<file path="src/rtl/uart_io_ctrl_pkg.sv">
// Shared types for the uart I/O sequencer:
// FSM state encoding and the arbitration grant side.
package uart_io_ctrl_pkg;

  typedef enum logic [2:0] {
    IDLE     = 3'd0,
    W_SETUP  = 3'd1,
    W_STROBE = 3'd2,
    W_HOLD   = 3'd3,
    R_STAT1  = 3'd4,
    R_STAT2  = 3'd5,
    R_DATA1  = 3'd6,
    R_DATA2  = 3'd7
  } state_t;

  typedef enum logic {
    GNT_TX = 1'b0,
    GNT_RX = 1'b1
  } gnt_t;

endpackage

</file>
<file path="src/rtl/uart_io_ctrl_sync_fifo.sv">
// Synchronous FIFO with exact occupancy count.
// Push when full and pop when empty are ignored.
module sync_fifo #(
  parameter int WIDTH = 8,
  parameter int DEPTH = 4
) (
  input  logic                       clk,
  input  logic                       rst,
  input  logic                       push,
  input  logic [WIDTH-1:0]           din,
  output logic                       full,
  input  logic                       pop,
  output logic [WIDTH-1:0]           dout,
  output logic                       empty,
  output logic [$clog2(DEPTH):0]     count
);

  localparam int AW = $clog2(DEPTH);

  logic [WIDTH-1:0] r_mem [DEPTH];
  logic [AW-1:0]    r_wp;
  logic [AW-1:0]    r_rp;
  logic [AW:0]      r_cnt;
  logic             w_push;
  logic             w_pop;

  assign full   = (r_cnt == (AW+1)'(DEPTH));
  assign empty  = (r_cnt == '0);
  assign count  = r_cnt;
  assign dout   = r_mem[r_rp];
  assign w_push = push && !full;
  assign w_pop  = pop && !empty;

  always_ff @(posedge clk) begin
    if (w_push) r_mem[r_wp] <= din;
  end

  always_ff @(posedge clk) begin
    if (rst) begin
      r_wp  <= '0;
      r_rp  <= '0;
      r_cnt <= '0;
    end else begin
      if (w_push) r_wp <= r_wp + 1'b1;
      if (w_pop)  r_rp <= r_rp + 1'b1;
      r_cnt <= r_cnt + (AW+1)'(w_push) - (AW+1)'(w_pop);
    end
  end

endmodule

</file>
<file path="src/rtl/uart_io_ctrl.sv">
// Sequencer between CPU I/O port and the shared uart:
// TX drain, periodic RX polling, round-robin access arbitration.
module uart_io_ctrl
  import uart_io_ctrl_pkg::*;
#(
  parameter int TX_DEPTH      = 4,
  parameter int RX_DEPTH      = 4,
  parameter int POLL_INTERVAL = 16
) (
  input  logic                        clk,
  input  logic                        rst,
  input  logic                        tx_valid,
  input  logic [7:0]                  tx_data,
  output logic                        tx_ready,
  output logic                        rx_valid,
  output logic [7:0]                  rx_data,
  input  logic                        rx_pop,
  output logic [$clog2(RX_DEPTH):0]   rx_count,
  output logic                        uart_sel_data,
  output logic                        uart_sel_status,
  output logic                        uart_rnw,
  output logic [7:0]                  uart_bus_out,
  output logic                        uart_bus_oe,
  input  logic [7:0]                  uart_bus_in
);

  localparam int TW = $clog2(POLL_INTERVAL);
  localparam logic [TW-1:0] TMR_RELOAD = TW'(POLL_INTERVAL - 1);

  state_t              r_state;
  gnt_t                r_prio;
  logic [TW-1:0]       r_timer;
  logic                r_sel_data;
  logic                r_sel_status;
  logic                r_rnw;
  logic                r_oe;
  logic [7:0]          r_bus_out;

  logic                      w_tx_full;
  logic                      w_tx_empty;
  logic [7:0]                w_tx_dout;
  logic [$clog2(TX_DEPTH):0] w_tx_count;
  logic                      w_tx_pop;
  logic                      w_rx_full;
  logic                      w_rx_empty;
  logic                      w_rx_push;
  logic                      w_tx_pend;
  logic                      w_poll_due;
  logic                      w_gnt_tx;
  logic                      w_gnt_rx;

  sync_fifo #(.WIDTH(8), .DEPTH(TX_DEPTH)) u_tx_fifo (
    .clk   (clk),
    .rst   (rst),
    .push  (tx_valid),
    .din   (tx_data),
    .full  (w_tx_full),
    .pop   (w_tx_pop),
    .dout  (w_tx_dout),
    .empty (w_tx_empty),
    .count (w_tx_count)
  );

  sync_fifo #(.WIDTH(8), .DEPTH(RX_DEPTH)) u_rx_fifo (
    .clk   (clk),
    .rst   (rst),
    .push  (w_rx_push),
    .din   (uart_bus_in),
    .full  (w_rx_full),
    .pop   (rx_pop),
    .dout  (rx_data),
    .empty (w_rx_empty),
    .count (rx_count)
  );

  assign tx_ready   = !w_tx_full;
  assign rx_valid   = !w_rx_empty;
  assign w_tx_pop   = (r_state == W_STROBE) && !w_tx_empty;
  assign w_rx_push  = (r_state == R_DATA2);
  assign w_tx_pend  = (w_tx_count != '0);
  assign w_poll_due = (r_timer == '0) && !w_rx_full;
  assign w_gnt_tx   = w_tx_pend && (!w_poll_due || r_prio == GNT_TX);
  assign w_gnt_rx   = w_poll_due && (!w_tx_pend || r_prio == GNT_RX);

  assign uart_sel_data   = r_sel_data;
  assign uart_sel_status = r_sel_status;
  assign uart_rnw        = r_rnw;
  assign uart_bus_out    = r_bus_out;
  assign uart_bus_oe     = r_oe;

  // Outputs are registered with the state they belong to.
  always_ff @(posedge clk) begin
    if (rst) begin
      r_state      <= IDLE;
      r_prio       <= GNT_TX;
      r_timer      <= TMR_RELOAD;
      r_sel_data   <= 1'b0;
      r_sel_status <= 1'b0;
      r_rnw        <= 1'b1;
      r_oe         <= 1'b0;
      r_bus_out    <= 8'h00;
    end else begin
      if (r_timer != '0) r_timer <= r_timer - 1'b1;
      unique case (r_state)
        IDLE: begin
          if (w_gnt_tx) begin
            r_state   <= W_SETUP;
            r_rnw     <= 1'b0;
            r_oe      <= 1'b1;
            r_bus_out <= w_tx_dout;
            r_prio    <= GNT_RX;
          end else if (w_gnt_rx) begin
            r_state      <= R_STAT1;
            r_sel_status <= 1'b1;
            r_prio       <= GNT_TX;
          end
        end
        W_SETUP: begin
          r_state    <= W_STROBE;
          r_sel_data <= 1'b1;
        end
        W_STROBE: begin
          r_state    <= W_HOLD;
          r_sel_data <= 1'b0;
        end
        // rnw rises one cycle after sel_data falls.
        W_HOLD: begin
          r_state <= IDLE;
          r_rnw   <= 1'b1;
          r_oe    <= 1'b0;
        end
        R_STAT1: r_state <= R_STAT2;
        R_STAT2: begin
          r_sel_status <= 1'b0;
          if (uart_bus_in != 8'h00 && !w_rx_full) begin
            r_state    <= R_DATA1;
            r_sel_data <= 1'b1;
          end else begin
            r_state <= IDLE;
            r_timer <= TMR_RELOAD;
          end
        end
        R_DATA1: r_state <= R_DATA2;
        R_DATA2: begin
          r_state    <= IDLE;
          r_sel_data <= 1'b0;
          r_timer    <= TMR_RELOAD;
        end
        default: r_state <= IDLE;
      endcase
    end
  end

endmodule
</file>
<file path="config.mk">
export PLATFORM = sky130hd
export DESIGN_NAME = uart_io_ctrl
export DESIGN_NICKNAME = d
export VERILOG_FILES = /design/src/rtl/uart_io_ctrl_pkg.sv /design/src/rtl/uart_io_ctrl_sync_fifo.sv /design/src/rtl/uart_io_ctrl.sv
export SDC_FILE = /design/constraint.sdc
export NUM_CORES = 1
export LEC_CHECK = 0
export CORE_ASPECT_RATIO = 1.1
export CORE_UTILIZATION = 55
export DETAILED_ROUTE_END_ITERATION = 6
export PLACE_DENSITY = 0.78
export SLEW_MARGIN = 10
export SYNTH_ARGS = -nofsm -noshare
export SYNTH_HDL_FRONTEND = slang
export SYNTH_SLANG_ARGS = --single-unit
</file>
<file path="constraint.sdc">
create_clock -name clk -period 2.7 [get_ports clk]
set_input_delay 0.675 -clock clk [delete_from_list [all_inputs] [get_ports clk]]
set_output_delay 0.675 -clock clk [all_outputs]
set_load 0.005 [all_outputs]
</file>
==> results.py, run 1 <==
metrics = {
    "place": {
        "postPlaceCellArea_um2": 4600,
        "dp.cells": 396,
        "dp_hpwl_um": 4610,
        "place_congestion": 0.758,
        "portBuffers": 44,
    },
    "run": {
        "maxCapViolations": 0,
    },
    "synth": {
        "ys_ff_latch": 100,
        "synth_cell_types": 39,
        "synth-async-reset-ratio": 0,
        "syn-num-nets": 307,
        "postSynthCellCount": 272,
        "synth_warnings": 0,
        "syn_avg_cell_area_um2": 14.9,
        "synth_ff_type": "edfxtp_1",
        "ys_seq_area_frac": 0.650,
        "synth_area_um2": 4070,
        "synth_edf_count": 64,
    },
    "drt": {
        "drc_errors": 10,
        "dr.pass1.iters": 7,
        "vias": 2256,
        "viasPerCell": 5.48,
        "post_drt_wl_per_cell_um": 16.3,
        "initialDrtViolationCount": 102,
        "drt-total-wl_um": 6710,
        "ant_nets": 0,
    },
    "power_and_ir_drop": {
        "power_leakage_uw": 0.00165,
        "p_int_uw": 3000,
        "comb_power_share": 0.295,
        "pwr_density_cell_nw_per_um2": 877,
        "p_clk_frac": 0.225,
        "p_seq_frac": 0.480,
        "irDropWorstVdd_mv": 0.436,
        "p_sw_uw": 1210,
        "p_sw_frac": 0.287,
    },
    "clock_tree": {
        "clk_pin_slew_ns": 0.09,
        "clockRootBuffer": "clkbuf_8",
        "htreeDepth": 3,
        "postCtsHoldBufs": 0,
        "cts_tree": "yes",
        "postCtsSetupRepairBufs": 0,
        "cts_buffer_depth": 2,
        "cts_resized": 0,
        "clk_latency_ns": 0.35,
        "cts_buffers": 9,
        "cts_sinks": 100,
    },
    "min_path": {
        "holdPathStages": 2,
        "holdPathEnd": "uart_rnw",
        "hold_start": "uart_rnw",
        "min_path_type": "register to register",
    },
    "timing": {
        "setup_tns_ns": 0,
        "worst_slew_pin_slew_ns": 0.652,
        "slew_headroom": 0.565,
        "finalCriticalPeriod_ns": 2.54,
        "setup_viol_count_final": 0,
        "finalCritPeriodShare": 0.941,
        "timing_hold_violations_final": 0,
        "fmax_mhz": 394,
        "rsz0062_at_grt": "no",
        "final_max_slew_viol_count": 0,
        "finClkSkew_ns": 0.00875,
    },
    "floorplanning": {
        "coreArea_um2": 7090,
        "die_width_um": 84.0,
        "io_pins": 45,
        "rows": 32,
        "die_area_um2": 7740,
        "start_util": 0.574,
        "die_y_um": 92.2,
    },
    "final_layout": {
        "multi_input_area_um2": 1310,
        "drive_gt1_frac": 0.131,
        "n_antenna_cell": 0,
        "final_nets": 357,
        "final.fill_count": 489,
        "instances_no_fill": 412,
        "syn2layout_area_growth_pct": 18.1,
        "final_cell_area_um2": 4800,
        "layout.area.seq_um2": 2640,
    },
    "global_routing": {
        "grt_max_degree": 18,
        "antenna_found_initial": 0,
        "track_usage": 0.190,
        "grt_pass1_vias": 2347,
        "grt_overflow": 0,
        "grt_pass1_wl_um": 11000,
    },
    "critical_path": {
        "required_ns": 2.03,
        "r2r_cells": 7,
        "worst_setup_path_end_kind": "output pin",
        "critPathMaxFanout": 8,
        "rr_startpoint": "r_state[1]",
        "critPathKind": "register to output pin",
        "worst_setup_path_start_kind": "register",
        "r2r-end": "u_tx_fifo.count[1]",
        "r2r_setup_slack_ns": 0.47,
        "arrival_ns": 1.87,
    },
    "outcome": {
        "violations": "DRC",
        "status": "finished, violations left",
    },
}
==> synthesized netlist by cell type (2+ instances only) <==
master	number	share of area
nand2_1	6	0.0055
xnor2_1	10	0.022
mux4_2	16	0.089
buf_1	3	0.0028
nor2_1	30	0.028
buf_6	2	0.0055
or3b_1	2	0.0043
nand2b_1	4	0.0062
inv_1	16	0.015
and2_1	8	0.012
a21oi_1	4	0.0049
dfxtp_1	36	0.18
fa_1	2	0.0098
ha_1	13	0.040
mux2i_1	10	0.025
nor3_1	6	0.0074
nor2b_1	6	0.0092
clkbuf_1	6	0.0055
a211o_1	2	0.0043
xor2_1	2	0.0043
a211oi_1	3	0.0055
nor4_1	2	0.0031
nor3b_2	2	0.0062
nor3b_1	2	0.0037
or3_1	2	0.0031
edfxtp_1	64	0.47
==> flip-flops by register name (all words and copies together), names as in the netlist, named ones only <==
name	flops
u_rx_fifo.count	3
uart_bus_oe	1
uart_sel_data	1
u_rx_fifo.r_rp	2
u_rx_fifo.r_mem	32
u_rx_fifo.r_wp	2
r_timer	4
u_tx_fifo.r_mem	32
uart_rnw	1
u_tx_fifo.r_wp	2
r_state	3
u_tx_fifo.r_rp	2
uart_bus_out	8
uart_sel_status	1
r_prio	1
u_tx_fifo.count	3
==> worst max-delay path, cell delays in order, from the launching register on <==
cell and delay [ns]:
dfxtp_1 0.33, buf_4 0.20, mux4_2 0.53, clkdlybuf4s50_1 0.46
==> cell families after synthesis <==
logic type | share of synthesized area
buffers and inverters | 0.0286
and+or+nand+nor | 0.0963
AOI/OAI and AO/OA | 0.0360
adders and majority gates | 0.0499
muxes | 0.113
DFF | 0.650
xor gates and xnor gates | 0.0259
==> how the worst max path moves through the flow <==
| stage | endpoint | depth (start not counted) | slack, ns | start |
|---|---|---|---|---|
| CTS | rx_data[2] | 3 | 0.12 | register |
| floorplan | u_tx_fifo.count[2] | 8 | 0.45 | u_tx_fifo.count[2] |
| global route | rx_data[2] | 3 | 0.06 | register |
| global placement | u_rx_fifo.count[1] | 7 | 0.28 | rx_pop |
| finish | rx_data[2] | 3 | 0.16 | register |
| detailed placement | u_rx_fifo.count[1] | 7 | 0.27 | rx_pop |
==> area by class of cell <==
type / instances / share of cell area
timing repair buffer: 50 / 0.101
clock buffer: 10 / 0.0266
multi-input combinational: 145 / 0.272
inverter: 16 / 0.0125
tap: 85 / 0.0222
sequential: 100 / 0.550
clock inverter: 6 / 0.0151
==> routing by layer <==
layer	wire, um	up-vias	track usage
met5	0	-	0
met4	85	0	0.0862
met3	300	8	0.0378
met2	3580	53	0.337
met1	2750	1112	0.223
li1	-	1083	-
==> power by group through the flow <==
stage,logic [uW],registers [uW],clock network (uW)
2_1_floorplan,884,1980,0
3_3_place_gp,1220,2050,0
3_5_place_dp,1240,2060,0
4_1_cts,1260,2020,966
5_1_grt,1390,2050,1020
6_report,1240,2020,945
==> per-stage QoR <==
stage / util / worst slack [ns] / power (uW) / hold WS (ns)
after CTS: 0.677 / 0.120 / 4250 / 0.471
after detailed placement: 0.649 / 0.273 / 3300 / 0.456
after global routing: 0.677 / 0.0625 / 4460 / 0.496
final: 0.677 / 0.159 / 4210 / 0.467
after floorplan: - / 0.448 / 2860 / 0.449
after global placement: 0.649 / 0.284 / 3270 / 0.445
==> layout by cell type, fill, tap and decap left out, types with 8 or more instances in the layout <==
cell type	n
and2_1	8
dfxtp_1	36
ha_1	13
clkbuf_8	9
edfxtp_1	64
mux4_2	16
xnor2_1	10
clkdlybuf4s50_1	44
mux2i_1	10
inv_1	16
nor2_1	30
(Power assumes the default switching activity.)
==> run 2, diff against run 1 <==
- CORE_UTILIZATION: 55 -> 50
- PLACE_DENSITY: 0.78 -> 0.72
==> run 2 against run 1 <==
The flow now finishes without violations. Worst hold slack gained 0.042 ns. Global-route usage is 0.48 points lower. Die area increased by 9.8%. Final cell count grew 5.6%. Critical path depth is the same. Sequential share of layout area down 0.24 points. Routed wire length is 1.7% higher. Sequential power is essentially flat. Core utilization is 6.8 points lower. Highest routed layer unchanged.
==> results.py, run 2 (synthesis gave the netlist of run 1 again) <==
metrics = {
    "drt": {
        "initialDrtViolationCount": 143,
        "ant_nets": 0,
        "dr.pass1.iters": 4,
        "drt-total-wl_um": 6830,
        "drc_errors": 0,
        "viasPerCell": 5.12,
        "vias": 2228,
        "post_drt_wl_per_cell_um": 15.7,
    },
    "timing": {
        "final_max_slew_viol_count": 0,
        "finalCriticalPeriod_ns": 2.56,
        "timing_hold_violations_final": 0,
        "slew_headroom": 0.562,
        "worst_slew_pin_slew_ns": 0.656,
        "setup_tns_ns": 0,
        "setup_viol_count_final": 0,
        "finClkSkew_ns": 0.00699,
        "finalCritPeriodShare": 0.948,
        "fmax_mhz": 391,
        "rsz0062_at_grt": "no",
    },
    "critical_path": {
        "worst-path-buf-inv": 2,
        "worst_setup_path_end_kind": "output pin",
        "cp_slowest_stage_delay_ns": 0.53,
        "required_ns": 2.03,
        "critPathKind": "register to output pin",
        "critPathMaxFanout": 8,
        "worst_path_max_delay_cell": "mux4_2",
        "rr_startpoint": "r_state[1]",
        "r2r_cells": 8,
        "path_delay_family": "buffers and inverters",
        "arrival_ns": 1.88,
        "r2r_setup_slack_ns": 0.50,
        "r2r-end": "u_tx_fifo.count[2]",
        "endpoint": "rx_data[3]",
        "path_cells": "buf_4 -> mux4_2 -> clkdlybuf4s50_1",
        "worst_setup_path_start_kind": "register",
        "cp_num_cells": 3,
    },
    "global_routing": {
        "antenna_found_initial": 0,
        "grt_overflow": 0,
        "grt_pass1_wl_um": 11200,
        "grt_max_degree": 20,
        "grt_pass1_vias": 2309,
        "track_usage": 0.185,
    },
    "power_and_ir_drop": {
        "pwr_density_cell_nw_per_um2": 866,
        "irDropWorstVdd_mv": 0.439,
        "total_power_uw": 4170,
        "power_leakage_uw": 0.00166,
    },
    "clock_tree": {
        "clk_pin_slew_ns": 0.10,
        "cts_sinks": 100,
        "postCtsSetupRepairBufs": 0,
        "cts_buffers": 9,
        "cts_resized": 0,
        "postCtsHoldBufs": 0,
        "cts_tree": "yes",
        "htreeDepth": 3,
        "cts_buffer_depth": 2,
        "clk_latency_ns": 0.37,
        "clockRootBuffer": "clkbuf_8",
    },
    "final_layout": {
        "drive_gt1_frac": 0.135,
        "final.fill_count": 629,
        "final_cell_mix": "edfxtp_1 (64), clkdlybuf4s50_1 (44), dfxtp_1 (36), nor2_1 (30)",
        "final_nets": 357,
        "final_common_cell": "edfxtp_1",
        "syn2layout_area_growth_pct": 18.6,
        "multi_input_area_um2": 1310,
        "n_antenna_cell": 0,
        "layout.area.seq_um2": 2640,
    },
    "place": {
        "portBuffers": 44,
        "dp_hpwl_um": 4680,
        "place_congestion": 0.709,
    },
    "floorplanning": {
        "rows": 34,
        "die_y_um": 96.6,
        "coreArea_um2": 7910,
        "io_pins": 45,
        "die_area_um2": 8500,
        "start_util": 0.514,
        "die_width_um": 88.0,
    },
    "min_path": {
        "min_path_type": "register to register",
    },
    "outcome": {
        "status": "complete, no violations",
    },
    "run": {
        "maxCapViolations": 0,
    },
}
run 2: changes by cell type in the layout (fill, tap and decap cells not counted), sizes merged:
| cell | previous run | this run |
|---|---|---|
| bufinv | 1 | 0 |
| clkbuf | 10 | 9 |
| clkinv | 0 | 3 |
| clkinvlp | 3 | 1 |
| inv | 18 | 19 |
run 2: worst min path at each step:
stage / startpoint / endpoint / slack [ns] / depth (start not counted)
after floorplan: uart_rnw / uart_rnw / 0.45 / 2
after global placement: uart_rnw / uart_rnw / 0.47 / 2
after detailed placement: uart_bus_out[6] / uart_bus_out[6] / 0.48 / 2
after CTS: uart_bus_out[7] / uart_bus_out[7] / 0.52 / 2
after global routing: uart_rnw / uart_rnw / 0.53 / 2
final: uart_rnw / uart_rnw / 0.51 / 2
run 2: tightest hold or removal path: cells and delay by family, from the launching register on:
| family | cells | cell delay [ns] |
|---|---|---|
| AO/OA/AOI/OAI | 1 | 0.07 |
| buffers and inverters | 1 | 0.06 |
| flip-flops | 1 | 0.34 |
run 2: through the flow:
step | util | hold slack [ns] | worst slack [ns] | instances | instance area (um2)
after CTS | 0.609 | 0.520 | 0.0920 | 435 | 4820
after global routing | 0.609 | 0.531 | 0.0417 | 435 | 4820
after floorplan | - | 0.449 | 0.448 | 272 | 4070
after detailed placement | 0.585 | 0.484 | 0.221 | 419 | 4630
final | 0.609 | 0.509 | 0.141 | 435 | 4820
after global placement | 0.585 | 0.473 | 0.289 | 419 | 4630
run 2: layer usage:
layer / GRT usage / vias up / wire (um)
met4: 0.0888 / 0 / 118
met2: 0.326 / 52 / 3500
met1: 0.210 / 1081 / 2900
li1: - / 1084 / -
met3: 0.0476 / 11 / 306
met5: 0 / - / 0
run 2: where the power goes:
part	total, uW	switching [uW]	internal (uW)
sequential	2030	197	1830
combinational	1230	505	726
clock	912	553	359
run 2: cell type report:
cell class | instances | share of cell area
clock inverters | 7 | 0.0143
multi-input cells | 145 | 0.271
well taps | 108 | 0.0280
clock buffers | 9 | 0.0257
flip-flops and latches | 100 | 0.548
inverters | 16 | 0.0125
repair buffers | 50 | 0.101
==> run 3, diff against run 2 <==
- CAP_MARGIN: not set -> 30
==> results of run 3 <==
The final DEF is identical to that of run 2; final timing and power are the same.
